[src/rtl/register_file_pkg.sv]
// rtl/register_file_pkg.sv - shared core sizing: data width, register count, register-index type
package register_file_pkg;

    localparam int CORE_XLEN = 32;
    localparam int CORE_NREG = 32;
    localparam int REG_IDX_W = $clog2(CORE_NREG);

    typedef logic [REG_IDX_W-1:0] reg_idx_t;

endpackage

[src/rtl/register_file.sv]
// rtl/register_file.sv - flop-based register file, two bypassed decode read ports plus a raw debug port
module register_file
    import register_file_pkg::*;
#(
    parameter int XLEN = CORE_XLEN,
    parameter int NREG = CORE_NREG
) (
    input  logic            clk,
    input  logic            reset,
    input  logic            RegWriteW2F,
    input  reg_idx_t        rdW2F,
    input  logic [XLEN-1:0] ResultW2F,
    input  reg_idx_t        rs1D,
    input  reg_idx_t        rs2D,
    output logic [XLEN-1:0] RD1D,
    output logic [XLEN-1:0] RD2D,
    input  reg_idx_t        dbg_addr,
    output logic [XLEN-1:0] dbg_data,
    output logic [NREG-1:0] written_mask,
    output logic [31:0]     wr_count
);

    logic [XLEN-1:0] regs [NREG];
    logic [NREG-1:0] written_mask_q;
    logic [31:0]     wr_count_q;
    logic            write_live;
    logic            commit;

    // A write pending in the same cycle as reset is discarded, so it must not bypass either.
    function automatic logic bypass_hit(input logic live, input reg_idx_t wa, input reg_idx_t ra);
        return live && (wa != '0) && (wa == ra);
    endfunction

    assign write_live = RegWriteW2F && !reset;
    assign commit     = write_live && (rdW2F != '0);

    always_ff @(posedge clk) begin
        if (reset) begin
            for (int i = 0; i < NREG; i++) begin
                regs[i] <= '0;
            end
            written_mask_q <= '0;
            wr_count_q     <= '0;
        end else if (commit) begin
            regs[rdW2F]           <= ResultW2F;
            written_mask_q[rdW2F] <= 1'b1;
            wr_count_q            <= wr_count_q + 32'd1;
        end
    end

    // x0 is never written, so plain array reads already return 0 for address 0.
    always_comb begin
        RD1D     = regs[rs1D];
        RD2D     = regs[rs2D];
        dbg_data = regs[dbg_addr];
        if (bypass_hit(write_live, rdW2F, rs1D)) begin
            RD1D = ResultW2F;
        end
        if (bypass_hit(write_live, rdW2F, rs2D)) begin
            RD2D = ResultW2F;
        end
    end

    assign written_mask = written_mask_q;
    assign wr_count     = wr_count_q;

endmodule
[config.mk]
export PLATFORM = sky130hd
export DESIGN_NAME = register_file
export DESIGN_NICKNAME = d
export VERILOG_FILES = /design/src/rtl/register_file_pkg.sv /design/src/rtl/register_file.sv
export SDC_FILE = /design/constraint.sdc
export NUM_CORES = 2
export LEC_CHECK = 0
export BUFFER_PORTS_ARGS = -buffer_cell sky130_fd_sc_hd__buf_2
export CAP_MARGIN = 10
export CORE_ASPECT_RATIO = 1.4
export CORE_MARGIN = 2
export CORE_UTILIZATION = 59
export CTS_CLUSTER_DIAMETER = 30
export CTS_CLUSTER_SIZE = 16
export DETAILED_ROUTE_END_ITERATION = 16
export GPL_ROUTABILITY_DRIVEN = 0
export HOLD_SLACK_MARGIN = 0.12
export PLACE_DENSITY_LB_ADDON = 0.1
export SLEW_MARGIN = 30
export SYNTH_ARGS = -nofsm -noshare
export SYNTH_HDL_FRONTEND = slang
export SYNTH_SLANG_ARGS = --single-unit
[constraint.sdc]
create_clock -name clk -period 5.75 [get_ports clk]
set_input_delay 1.725 -clock clk [delete_from_list [all_inputs] [get_ports clk]]
set_output_delay 1.725 -clock clk [all_outputs]
set_load 0.01 [all_outputs]
==> impl_metrics.csv <==
group,metric,value,unit
timing,finClkSkew,0.0122,ns
timing,timing.fmax,174,MHz
final_layout,synthToLayoutAreaGrowth,19.8,%
clock_tree,cts-buffers-inserted,207,
timing,postLayoutSetupSlackWorst,0.00698,ns
routing,dr_wl_met3,37700,um
synthesis,synth_compound_area_share,8.87,%
place,pre_cts_ws,-0.453,ns
timing,period_needed,5.74,ns
clock_tree,ctsHoldBuffers,0,
floorplanning,start_util,59.3,%
synthesis,syn_inst,5145,
synthesis,synth-main-ff-cell,"edfxtp_1",
routing,via_per_inst,7.40,
floorplanning,die_area,0.115,sq mm
critical_path,critical_path_class,"primary input to output port",
routing,dr.pass1.iters,8,
final_layout,drive_above_1_share,25.2,%
grt,antenna_found_initial,27,
grt,first_global_vias,52303,
grt,grt_max_degree,129,
synthesis,synth_cell_types,43,
worst_hold_path,hold_class,"flip-flop to flip-flop",
final_layout,fillers,7644,
timing,final_max_slew_viol_count,0,
routing,antenna_left,0,
critical_path,crit_arrival,4.02,ns
final_layout,final_cell_mix,"mux2i_1, edfxtp_1, and2_1",
floorplanning,die_w,287,um
clock_tree,cts_buffer_depth,3,
power,leakage,30.5,nW
synthesis,synth-simple-area-share,11.6,%
synthesis,ys_ff_latch,1088,
synthesis,seq_area_frac_synth,48.5,%
critical_path,crit_slowest_cell,"o41ai_1",
synthesis,synthArstFlopShare,0,%
synthesis,ys_warn_count,0,
grt,track_usage,45.8,%
clock_tree,cts_tree,"yes",
routing,num_vias,52615,
timing,setup_viol,0,
routing,wl_per_cell,37.1,um
synthesis,synth_top_family_by_area,"multiplexers",
synthesis,synthesis.area,0.0660,sq mm
power,power_density,322,mW/mm^2
critical_path,critPathMaxFanout,36,
synthesis,synthAdderAreaFrac,0.0189,%
clock_tree,postCtsSetupBuffers,0,
place,io_buffers,214,
place,dp_hpwl,152000,um
floorplanning,io_pins,215,
timing,final_hold_viol_count,0,
worst_hold_path,min-delay-start,"written_mask[0]",
routing,drcViolationCount,0,
job,max-cap-violations,0,
critical_path,worstPathCellList,"buf_8, buf_12, buf_4, xor2_1, nor3_4, buf_12, o41ai_1, buf_4, buf_2",
critical_path,slowest_delay,0.57,ns
synthesis,synth_area_per_cell,12.8,sq um
critical_path,crit_start,"rs1D[0]",
routing,wl_met2,116000,um
clock_tree,htree_levels,4,
timing,rsz0062_at_grt,"true",
synthesis,synth_edf_count,1024,
power,peakVddDrop,0.341,mV
floorplanning,core-area,0.111,sq mm
clock_tree,clkTransAtPathRegs,0.06,ns
routing,top_layer,"met5",
routing,drt-met1-wl,86000,um
routing,wl,264000,um
grt,grt_pass1_wl,370000,um
critical_path,r2r-start,"wr_count[4]",
routing,drtIter0Drc,8941,
synthesis,synth.area.mux_share,27.0,%
synthesis,synthXorXnorAreaFrac,0.438,%
final_layout,nets,5488,
floorplanning,rows,145,
clock_tree,cts_root_buf,"clkbuf_16",
timing,timing.hold.ws,0.467,ns
critical_path,start_kind,"primary input",
critical_path,worstSetupEndpointType,"output port",
timing,fin_crit_sh,99.9,%
clock_tree,numClockSinks,1088,
status,status,"finished clean",
clock_tree,clkLatencyLatePin,0.83,ns
timing,worst_slew_pin_slew,1.05,ns
floorplanning,die_y,400,um
critical_path,required,4.03,ns
grt,gr-total-overflow,0,
timing,maxSlewHeadroom,30.2,%
==> path summary, 6_finish.rpt <==
kind | end | slack (ns) | cells after the start
max | RD1D[2] | 0.007 | 9
min | written_mask[0] | 0.47 | 1
max reg2reg | wr_count[31] | 3.41 | 6
min reg2reg | written_mask[0] | 0.47 | 1
==> metal layers <==
metal / up-vias / global-route usage [%]
li1: 20563 / -
met1: 25689 / 55.9
met2: 4958 / 68.4
met3: 1397 / 13.0
met4: 8 / 36.4
met5: - / 0
==> registers in the layout, summed over array words and instances, names as in the netlist <==
name / cells
regs: 1024
wr_count: 32
written_mask: 32
==> cells by family after synthesis <==
| family | Yosys count |
|---|---|
| and+or+nand+nor | 1309 |
| buffers and inverters | 550 |
| adders and majority gates | 1 |
| AOI/OAI and AO/OA | 787 |
| other | 1 |
| xor gates and xnor gates | 33 |
| muxes | 1376 |
| DFF | 1088 |
==> Yosys cell counts (20+ instances only) <==
master / n / area share (%)
o22ai_1: 63 / 0.60
a22oi_1: 256 / 2.9
nor2_1: 124 / 0.70
buf_1: 28 / 0.16
edfxtp_1: 1024 / 47
and2_1: 996 / 9.4
mux2_2: 32 / 0.55
buf_2: 120 / 0.91
clkbuf_1: 367 / 2.1
mux4_2: 320 / 11
buf_4: 30 / 0.34
dfxtp_1: 64 / 1.9
a21oi_1: 137 / 1.0
mux2i_1: 1024 / 16
xor2_1: 20 / 0.27
or2_2: 33 / 0.31
nand2_1: 88 / 0.50
o41ai_1: 63 / 0.84
a22o_1: 126 / 1.7
a221oi_1: 126 / 1.7
==> power breakdown <==
part           internal (mW)  switching [mW]  leakage [nW]
Clock                   8.03            4.53          3.46
Sequential              9.10           0.352          10.3
Combinational           1.47            1.99          16.8
==> cell type report <==
| cell class | count | area [sq um] | area share (%) |
|---|---|---|---|
| clock buffer | 230 | 5370 | 6.79 |
| inverter | 2 | 7.51 | 0.00949 |
| tap | 1470 | 1840 | 2.32 |
| multi-input combinational | 3538 | 32400 | 40.9 |
| antenna | 25 | 62.6 | 0.0791 |
| clock inverter | 162 | 1860 | 2.34 |
| timing repair buffer | 595 | 5570 | 7.04 |
| sequential | 1088 | 32000 | 40.5 |
==> repair_timing <==
action                                  CTS  global route
pin swaps                                 1             5
gates resized for setup                  18            25
endpoints found under the hold margin     0             0
endpoints found under the setup margin   13            25
==> stage by stage <==
stage | utilization, % | total power [mW] | setup TNS, ns | std cells | instance area (sq um)
6_report | 71.0 | 25.5 | 0 | 7110 | 79100
5_1_grt | 71.0 | 25.9 | 0 | 7093 | 79100
4_1_cts | 70.8 | 25.3 | 0 | 7085 | 78900
3_5_place_dp | 64.2 | 12.9 | -1.91 | 6693 | 71500
3_3_place_gp | 64.1 | 12.8 | -2.17 | 6688 | 71400
2_1_floorplan | - | 11.4 | 0 | 5176 | 66200
==> worst max-delay path: cells and delay by family <==
| family | cells | cell delay [ns] |
|---|---|---|
| buffers and inverters | 6 | 1.24 |
| AO/OA/AOI/OAI | 1 | 0.57 |
| XOR/XNOR | 1 | 0.26 |
| AND/OR/NAND/NOR | 1 | 0.11 |
No activity file was read; power rests on OpenSTA's default activity.
